`config.mk`:
```
export PLATFORM = sky130hd
export DESIGN_NAME = csr_tx_fifo
export DESIGN_NICKNAME = d
export VERILOG_FILES = /design/src/rtl/csr_tx_fifo.sv
export SDC_FILE = /design/constraint.sdc
export NUM_CORES = 1
export LEC_CHECK = 0
export ABC_CLOCK_PERIOD_IN_PS = 4700
export CAP_MARGIN = 25
export CORE_MARGIN = 3
export CORE_UTILIZATION = 35
export CTS_CLUSTER_SIZE = 12
export DETAILED_ROUTE_END_ITERATION = 6
export HOLD_SLACK_MARGIN = 0.1
export PLACE_DENSITY = 0.53
export SLEW_MARGIN = 15
export SYNTH_ARGS = -nofsm -noshare
export SYNTH_HDL_FRONTEND = slang
export SYNTH_SLANG_ARGS = --single-unit
```
`constraint.sdc`:
```
create_clock -name clk_i -period 4.7 [get_ports clk_i]
set_clock_uncertainty 0.1 [all_clocks]
set_input_delay 0.94 -clock clk_i [delete_from_list [all_inputs] [get_ports clk_i]]
set_output_delay 0.94 -clock clk_i [all_outputs]
set_load 0.05 [all_outputs]
```
`src/rtl/csr_tx_fifo.sv`:
```
// csr_tx_fifo: CSR-fed transmit FIFO in front of the UART transmitter.
// Software pushes one entry per write to DataCsrAddr. The consumer pops
// through out_valid/out_ready. Bulk storage is a simple dual-port RAM.
// A two-entry register head stage is prefetched from that RAM, which gives
// first-word-fall-through output with no bubbles while count > 1.
// Optional feature macro: CSR_TX_FIFO_STATUS_EN adds a readable status CSR
// with a sticky overflow flag. Without it, the status address is a no-op
// and reads as zero.
module csr_tx_fifo #(
   parameter int unsigned DataWidth     = 8,
   parameter int unsigned Depth         = 16,
   parameter logic [11:0] DataCsrAddr   = 12'h7C0,  // FIFO byte CSR
   parameter logic [11:0] StatusCsrAddr = 12'h7C1   // FIFO status CSR
) (
   input  logic                         clk_i,
   input  logic                         reset_ni,
   input  logic                         csr_enable,
   input  logic [11:0]                  csr_addr,
   input  logic [2:0]                   csr_op,
   input  logic [31:0]                  rs1_data,
   output logic [31:0]                  csr_data_out,
   output logic [DataWidth-1:0]         out_data,
   output logic                         out_valid,
   input  logic                         out_ready,
   output logic                         full,
   output logic [$clog2(Depth+1)-1:0]   count
);

   localparam int unsigned CW = $clog2(Depth + 1);
   localparam int unsigned PW = $clog2(Depth);
   localparam logic [CW-1:0] DEPTH_C = CW'(Depth);

   // CSR operation encodings (RISC-V funct3)
   localparam logic [2:0] OP_RW  = 3'b001;
   localparam logic [2:0] OP_RS  = 3'b010;
   localparam logic [2:0] OP_RC  = 3'b011;
   localparam logic [2:0] OP_RWI = 3'b101;
   localparam logic [2:0] OP_RSI = 3'b110;
   localparam logic [2:0] OP_RCI = 3'b111;

   logic [DataWidth-1:0] r_mem [Depth];
   logic [PW-1:0]        r_wr_ptr;
   logic [PW-1:0]        r_rd_ptr;
   logic [CW-1:0]        r_ram_cnt;
   logic [CW-1:0]        r_count;
   logic                 r_full;
   logic [DataWidth-1:0] r_h0;
   logic [DataWidth-1:0] r_h1;
   logic                 r_v0;
   logic                 r_v1;

   logic                 w_is_write;
   logic                 w_push_req;
   logic                 w_full_now;
   logic                 w_push;
   logic                 w_pop;
   logic                 w_rd;
   logic [DataWidth-1:0] w_rd_data;
   logic [DataWidth-1:0] w_h0_n;
   logic [DataWidth-1:0] w_h1_n;
   logic                 w_v0_n;
   logic                 w_v1_n;
   logic [CW-1:0]        w_count_n;
   logic [CW-1:0]        w_ram_cnt_n;

   // Decide whether the CSR op writes; set/clear forms write only with a non-zero operand
   always_comb begin
      w_is_write = 1'b0;
      case (csr_op)
         OP_RW, OP_RWI:                  w_is_write = 1'b1;
         OP_RS, OP_RC, OP_RSI, OP_RCI:   w_is_write = (rs1_data != 32'h0);
         default:                        w_is_write = 1'b0;
      endcase
   end

   assign w_push_req = csr_enable && (csr_addr == DataCsrAddr) && w_is_write;
   assign w_full_now = (r_count == DEPTH_C);
   // A push at full is dropped even when a pop happens in the same cycle
   assign w_push     = w_push_req && !w_full_now;
   assign w_pop      = r_v0 && out_ready;
   // Prefetch when the RAM holds a committed entry and the head has a free slot after this pop
   assign w_rd       = (r_ram_cnt != {CW{1'b0}}) && !(r_v1 && !w_pop);
   assign w_rd_data  = r_mem[r_rd_ptr];

   // Head stage next state: shift on pop, then append the prefetched RAM word
   always_comb begin
      w_h0_n = r_h0;
      w_h1_n = r_h1;
      w_v0_n = r_v0;
      w_v1_n = r_v1;
      if (w_pop) begin
         w_h0_n = r_h1;
         w_v0_n = r_v1;
         w_h1_n = {DataWidth{1'b0}};
         w_v1_n = 1'b0;
      end else begin
         w_h0_n = r_h0;
         w_v0_n = r_v0;
      end
      if (w_rd) begin
         if (!w_v0_n) begin
            w_h0_n = w_rd_data;
            w_v0_n = 1'b1;
         end else begin
            w_h1_n = w_rd_data;
            w_v1_n = 1'b1;
         end
      end else begin
         w_v1_n = w_v1_n;
      end
      if (!w_v0_n) begin
         w_h0_n = {DataWidth{1'b0}};
      end else begin
         w_h0_n = w_h0_n;
      end
   end

   // Occupancy arithmetic for total count and RAM-resident entries
   always_comb begin
      w_count_n   = r_count;
      w_ram_cnt_n = r_ram_cnt;
      case ({w_push, w_pop})
         2'b10:   w_count_n = r_count + {{(CW-1){1'b0}}, 1'b1};
         2'b01:   w_count_n = r_count - {{(CW-1){1'b0}}, 1'b1};
         default: w_count_n = r_count;
      endcase
      case ({w_push, w_rd})
         2'b10:   w_ram_cnt_n = r_ram_cnt + {{(CW-1){1'b0}}, 1'b1};
         2'b01:   w_ram_cnt_n = r_ram_cnt - {{(CW-1){1'b0}}, 1'b1};
         default: w_ram_cnt_n = r_ram_cnt;
      endcase
   end

   // Bulk storage write port; contents need no reset because occupancy tracks validity
   always_ff @(posedge clk_i) begin
      if (w_push) begin
         r_mem[r_wr_ptr] <= rs1_data[DataWidth-1:0];
      end
   end

   // Pointers, counters and head-stage registers
   always_ff @(posedge clk_i or negedge reset_ni) begin
      if (!reset_ni) begin
         r_wr_ptr  <= {PW{1'b0}};
         r_rd_ptr  <= {PW{1'b0}};
         r_ram_cnt <= {CW{1'b0}};
         r_count   <= {CW{1'b0}};
         r_full    <= 1'b0;
         r_h0      <= {DataWidth{1'b0}};
         r_h1      <= {DataWidth{1'b0}};
         r_v0      <= 1'b0;
         r_v1      <= 1'b0;
      end else begin
         if (w_push) begin
            r_wr_ptr <= r_wr_ptr + PW'(1'b1);
         end
         if (w_rd) begin
            r_rd_ptr <= r_rd_ptr + PW'(1'b1);
         end
         r_ram_cnt <= w_ram_cnt_n;
         r_count   <= w_count_n;
         r_full    <= (w_count_n == DEPTH_C);
         r_h0      <= w_h0_n;
         r_h1      <= w_h1_n;
         r_v0      <= w_v0_n;
         r_v1      <= w_v1_n;
      end
   end

   assign out_data  = r_h0;
   assign out_valid = r_v0;
   assign count     = r_count;
   assign full      = r_full;

`ifdef CSR_TX_FIFO_STATUS_EN
   logic        r_overflow;
   logic        w_status_acc;
   logic        w_ovf_clr;
   logic [31:0] w_status;

   assign w_status_acc = csr_enable && (csr_addr == StatusCsrAddr);
   assign w_ovf_clr    = w_status_acc && rs1_data[31] &&
                         ((csr_op == OP_RW) || (csr_op == OP_RC));

   // Sticky overflow: a dropped push sets it, a status write of bit 31 clears it, set wins
   always_ff @(posedge clk_i or negedge reset_ni) begin
      if (!reset_ni) begin
         r_overflow <= 1'b0;
      end else if (w_push_req && w_full_now) begin
         r_overflow <= 1'b1;
      end else if (w_ovf_clr) begin
         r_overflow <= 1'b0;
      end else begin
         r_overflow <= r_overflow;
      end
   end

   // Status read data, driven only during a status access
   always_comb begin
      w_status         = 32'h0;
      w_status[31]     = r_overflow;
      w_status[30]     = r_full;
      w_status[29]     = !r_v0;
      w_status[CW-1:0] = r_count;
      if (w_status_acc) begin
         csr_data_out = w_status;
      end else begin
         csr_data_out = 32'h0;
      end
   end
`else
   // Status address is decoded nowhere in this build
   logic w_unused_status;
   assign w_unused_status = (csr_addr == StatusCsrAddr);
   assign csr_data_out    = 32'h0;
`endif

endmodule

```
* After elaboration in Yosys (flattened, before gate mapping)
Memories as Yosys holds them, arrays and structs flattened. Cells that the tools add are included. Widths: inputs -> output; s select.
Word-level totals: flip-flop bits (word level) 37, RAM bits 128, input bits 51, logic and storage cells 60, memories 1
Memories:
- r_mem | words 16, width 8, rd ports 1, clocked after Yosys merged registers in 0, write ports 1, line 41 | logic [DataWidth-1:0] r_mem [Depth];
Operators by class: add/subtract/negate cells 6, equality and inequality tests 13, muxes and demuxes 17, reduce and logical (&&, ||, !) cells 14
Operator list (count):
- $mux 8 | 7
- $reduce_bool 32->1 | 1
- $pmux 5 s2 | 2
- $eq 12x11->1 const B | 1
- $add 5x1->5 const B | 2
- $eq 5x5->1 const B | 2
- $sub 5x1->5 const B | 2
- $eq 3x3->1 const B | 3
- $add 4x1->4 const B | 2
- $mux 1 | 7
- $eq 3x2->1 const B | 2
- $logic_and 1x1->1 | 6
- $reduce_bool 5->1 | 1
- $eq 2x1->1 const B | 2
- $eq 2x2->1 const B | 2
- $reduce_or 4->1 | 1
- $eq 3x1->1 const B | 1
- $logic_not 1->1 | 3
- $pmux 1 s2 | 1
- $reduce_bool 2->1 | 1
- $reduce_or 2->1 | 1

* Depth between registers and ports, before layout
word-level depth 8, gate-level depth with buffers 15

* Worst setup path after synthesis
Ideal clock, no wire load.
path type input -> register, start point in csr_addr[2], end point reg r_full (netlist: full), library setup time 0.067 ns, data arrival time 3.667 ns, data required time 4.533 ns, slack 0.866 ns, cell stages on the path 15, buffers on the path 2, path through nor4b_1 > o2111ai_1 > a211o_1 > nor2_4 > inv_2 > buf_6 > ha_1 > buf_2 > xor2_1 > ha_1 > a21oi_1 > or3_1 > a211oi_1 > xor2_1 > and4bb_2
Between the ends: word-level cells in the longest chain between the ends 7
RTL lines:
- start: declaration | line 18 | input logic [11:0] csr_addr,
- $eq 12x11->1 (*) | line 76 | assign w_push_req = csr_enable && (csr_addr == DataCsrAddr) && w_is_write;
- $logic_and 1x1->1 (*) (2 in series) | line 76
- $logic_and 1x1->1 (*) | line 79 | assign w_push = w_push_req && !w_full_now;
- $eq 2x1->1 / $eq 2x2->1 (equally long branches) | line 122 | case ({w_push, w_pop})
- $pmux 5 s2 (*) | line 122
- net w_count_n[4] | line 63 | logic [CW-1:0] w_count_n;
- $eq 5x5->1 (*) | line 162 | r_full <= (w_count_n == DEPTH_C);
- end signal: assignment | line 162
- end: declaration | line 46 | logic r_full;
The timed path passes the listed nets; every way through them passes the cells marked *. A chain may end at the register's enable or synchronous reset.

* Worst setup path in the final report
start point in rs1_data[3], end point reg r_full (netlist: full)
Between the ends: word-level cells in the longest chain between the ends 7
RTL lines:
- start: declaration | line 20 | input logic [31:0] rs1_data,
- $reduce_bool 32->1 (*) | line 71 | OP_RS, OP_RC, OP_RSI, OP_RCI: w_is_write = (rs1_data != 32'h0);
- $pmux 1 s2 (*) | line 69 | case (csr_op)
- $logic_and 1x1->1 (*) | line 76
- $logic_and 1x1->1 (*) | line 79
- $eq 2x1->1 / $eq 2x2->1 (equally long branches) | line 122
- $pmux 5 s2 (*) | line 122
- net w_count_n[4] | line 63
- $eq 5x5->1 (*) | line 162
Marked as above.

==> metrics.txt <==
GP Congestion 0.753; diodes inserted 0; asr flop ratio synth 22.4%; setup tns final 0 ns; Worst-Margin Slew 0.926 ns; final period utilization 86.4%; Longest Clk Path Bufs 2; Critical Path, Cell by Cell clkdlybuf4s50_1 -> nor4_1 -> nand4_1 -> nor3_1 -> buf_4 -> nor2_4 -> inv_2 -> ha_1 -> xor2_1 -> ha_1 -> a21oi_1 -> or3_1 -> a211oi_1 -> xor2_1 -> and4bb_2; Post CTS Setup Buffer Count 0; Clock Latency Late Sink 0.42 ns; I/O Buffers 64; post_cts resized 0; Slew headroom 37.8%; max incr delay on CP 0.58 ns; Initial Util 36.4%; final setup vio count 0; CTS tree done; share of cells above drive strength 1 18.5%; Syn Inst Count 458; Pwr Total 5.03 mW; residual DRC count 0; core area 0.0206 sq mm; Critical Setup Path Class input port to flip-flop; Area Growth Syn to Fin 19.8%; root buf cell clkbuf_16; LEAKAGE 3.25 nW; WP depth 15; Avg Inst Size Synth 16.4 sq um; FP Rows 52; wirelength, routed 16.2 mm; most frequent cells in the layout edfxtp_1 (128), clkdlybuf4s50_1 (63), dfrtp_1 (35); Buf/Inv on CP 3; post-synth cell types 55; status completed; most common cell after layout, fill and taps aside edfxtp_1; vias in the first global route 4246; Reg clk slew, reported paths 0.06 ns; CTS buffer count 17; Arr. time, crit path 4.32 ns; Slew Limit Fails 0; routed length per instance 19.7 um; mapped cell area 0.00750 sq mm; R2R depth 12; cts hold-fix bufs 0; First-pass DRT Iterations 4; grt total ovfl 0; CP top delay family simple AND/OR/NAND/NOR gates; Fmax 0.246 GHz; hold path depth 1; Syn. warnings 0; max cap viols 0; CP max stage cell clkdlybuf4s50_1; Post-synth EDFFs 128; Final Hold Vio Count 0; post-synthesis sequential area ratio 63.6%; # clock sinks 165; GRT Util Overall 14.2%; DR vias/cell 5.03; Die Area 0.0232 sq mm; minimum clock period 4.06 ns; crit end category flip-flop; nets 603; startpoint types input port; DIE HEIGHT 152 um; RSZ-0062 raised after global routing false; CP Data Required Time 4.96 ns; Final HPWL DP 11.1 mm; min-delay worst type flip-flop to flip-flop; largest net degree at the start of global routing 38; vias 4136; first-pass GRT wire length 24.9 mm; Max IR drop VDD 0.405 mV; Final ANT Viol Nets 0; fillers 1802; Primary FF master, synth edfxtp_1; Power Density 560 mW/mm^2; CTS H-tree lvls 4; synthesis-stage register bit count 165; initial antenna violation count 0; die width 152 um; total I/O pin count 98; DRT iter0 DRCs 249; crit-path max FO 7
## path summary, 6_finish.rpt
path / startpoint / to / slack (ns)
max: rs1_data[3] / full / 0.64
max reg2reg: count[2] / r_ram_cnt[4] / 1.56
min in group asynchronous: reset_ni / r_ram_cnt[4] / 0.55
max in group asynchronous: reset_ni / r_rd_ptr[0] / 3.32
min: r_ram_cnt[4] / r_ram_cnt[4] / 0.38
min reg2reg: r_ram_cnt[4] / r_ram_cnt[4] / 0.38
## cell usage after synthesis (2+ instances only)
cell      instances  share of area (%)
xnor2_1           8               0.93
nor3_1            8               0.53
nor2_1           10               0.50
dfrtp_1          37                 12
a22oi_1           8               0.80
mux2_2           28                4.2
mux4_2           10                3.0
nor2b_1           2               0.17
a21oi_1           7               0.47
ha_1             12                2.0
edfxtp_1        128                 51
mux2i_1           8                1.1
o21ai_0          12               0.80
nand3_1          13               0.87
nand2_1          26                1.3
nor4b_1           5               0.58
or3_1             2               0.17
and3_1            2               0.17
nand4_1           3               0.25
xor2_1           11                1.3
buf_4            32                3.2
buf_6             3               0.45
a21o_1            2               0.20
buf_12            2               0.53
inv_1             6               0.30
buf_2             6               0.40
clkbuf_1         11               0.55
and4b_1           2               0.27
mux4_1           22                7.7
nor4_1            7               0.58
## through the flow
step	setup slack [ns]	cell area [sq um]	instances	util [%]	hold WS (ns)
final	0.638	8980	822	43.6	0.381
after global routing	0.360	8980	822	43.6	0.414
after CTS	0.635	8980	822	43.6	0.387
after detailed placement	0.210	8380	790	40.6	0.372
after global placement	0.274	8350	789	40.5	0.357
after floorplan	0.866	7610	489	-	0.333
## kinds of logic (layout without fill, tap and decap cells)
group | count (synthesis) | count (layout) | synth area share [%]
flip-flops | 165 | 165 | 63.6
AND/OR/NAND/NOR | 93 | 93 | 7.03
multiplexers | 68 | 68 | 16.0
buffers and inverters | 61 | 124 | 5.49
AO/OA/AOI/OAI | 38 | 38 | 3.34
XOR/XNOR | 19 | 19 | 2.22
adder cells (fa/ha/maj) | 13 | 13 | 2.27
other | 1 | 32 | 0.0500
## state kept, by name, summed over array words and instances, names as in the netlist
name,count
r_mem,128
out_data,8
r_h1,8
count,5
r_ram_cnt,5
r_rd_ptr,4
r_wr_ptr,4
full,1
out_valid,1
r_v1,1
## area by class of cell
type / instances / area [sq um] / area share (%)
Inverter: 7 / 26.3 / 0.292
Clock buffer: 25 / 538 / 5.99
Clock inverter: 7 / 63.8 / 0.710
Sequential cell: 165 / 4770 / 53.1
Multi-Input combinational cell: 263 / 2430 / 27.1
Tap cell: 270 / 338 / 3.76
Timing Repair Buffer: 85 / 813 / 9.05
## power by group
part           total (mW)  internal, mW  switching (mW)
clock network        1.38         0.846           0.532
registers            2.00          1.72           0.288
logic                1.65         0.804           0.846
## routing by layer
metal | vias to the layer above | global-route usage (%) | part of all wire [%]
li1 | 1893 | - | -
met1 | 2077 | 18.8 | 44
met2 | 145 | 23.2 | 49
met3 | 21 | 3.07 | 4.9
met4 | 0 | 5.44 | 2.0
met5 | - | 0 | 0
Power figures use the tool's default switching activity.
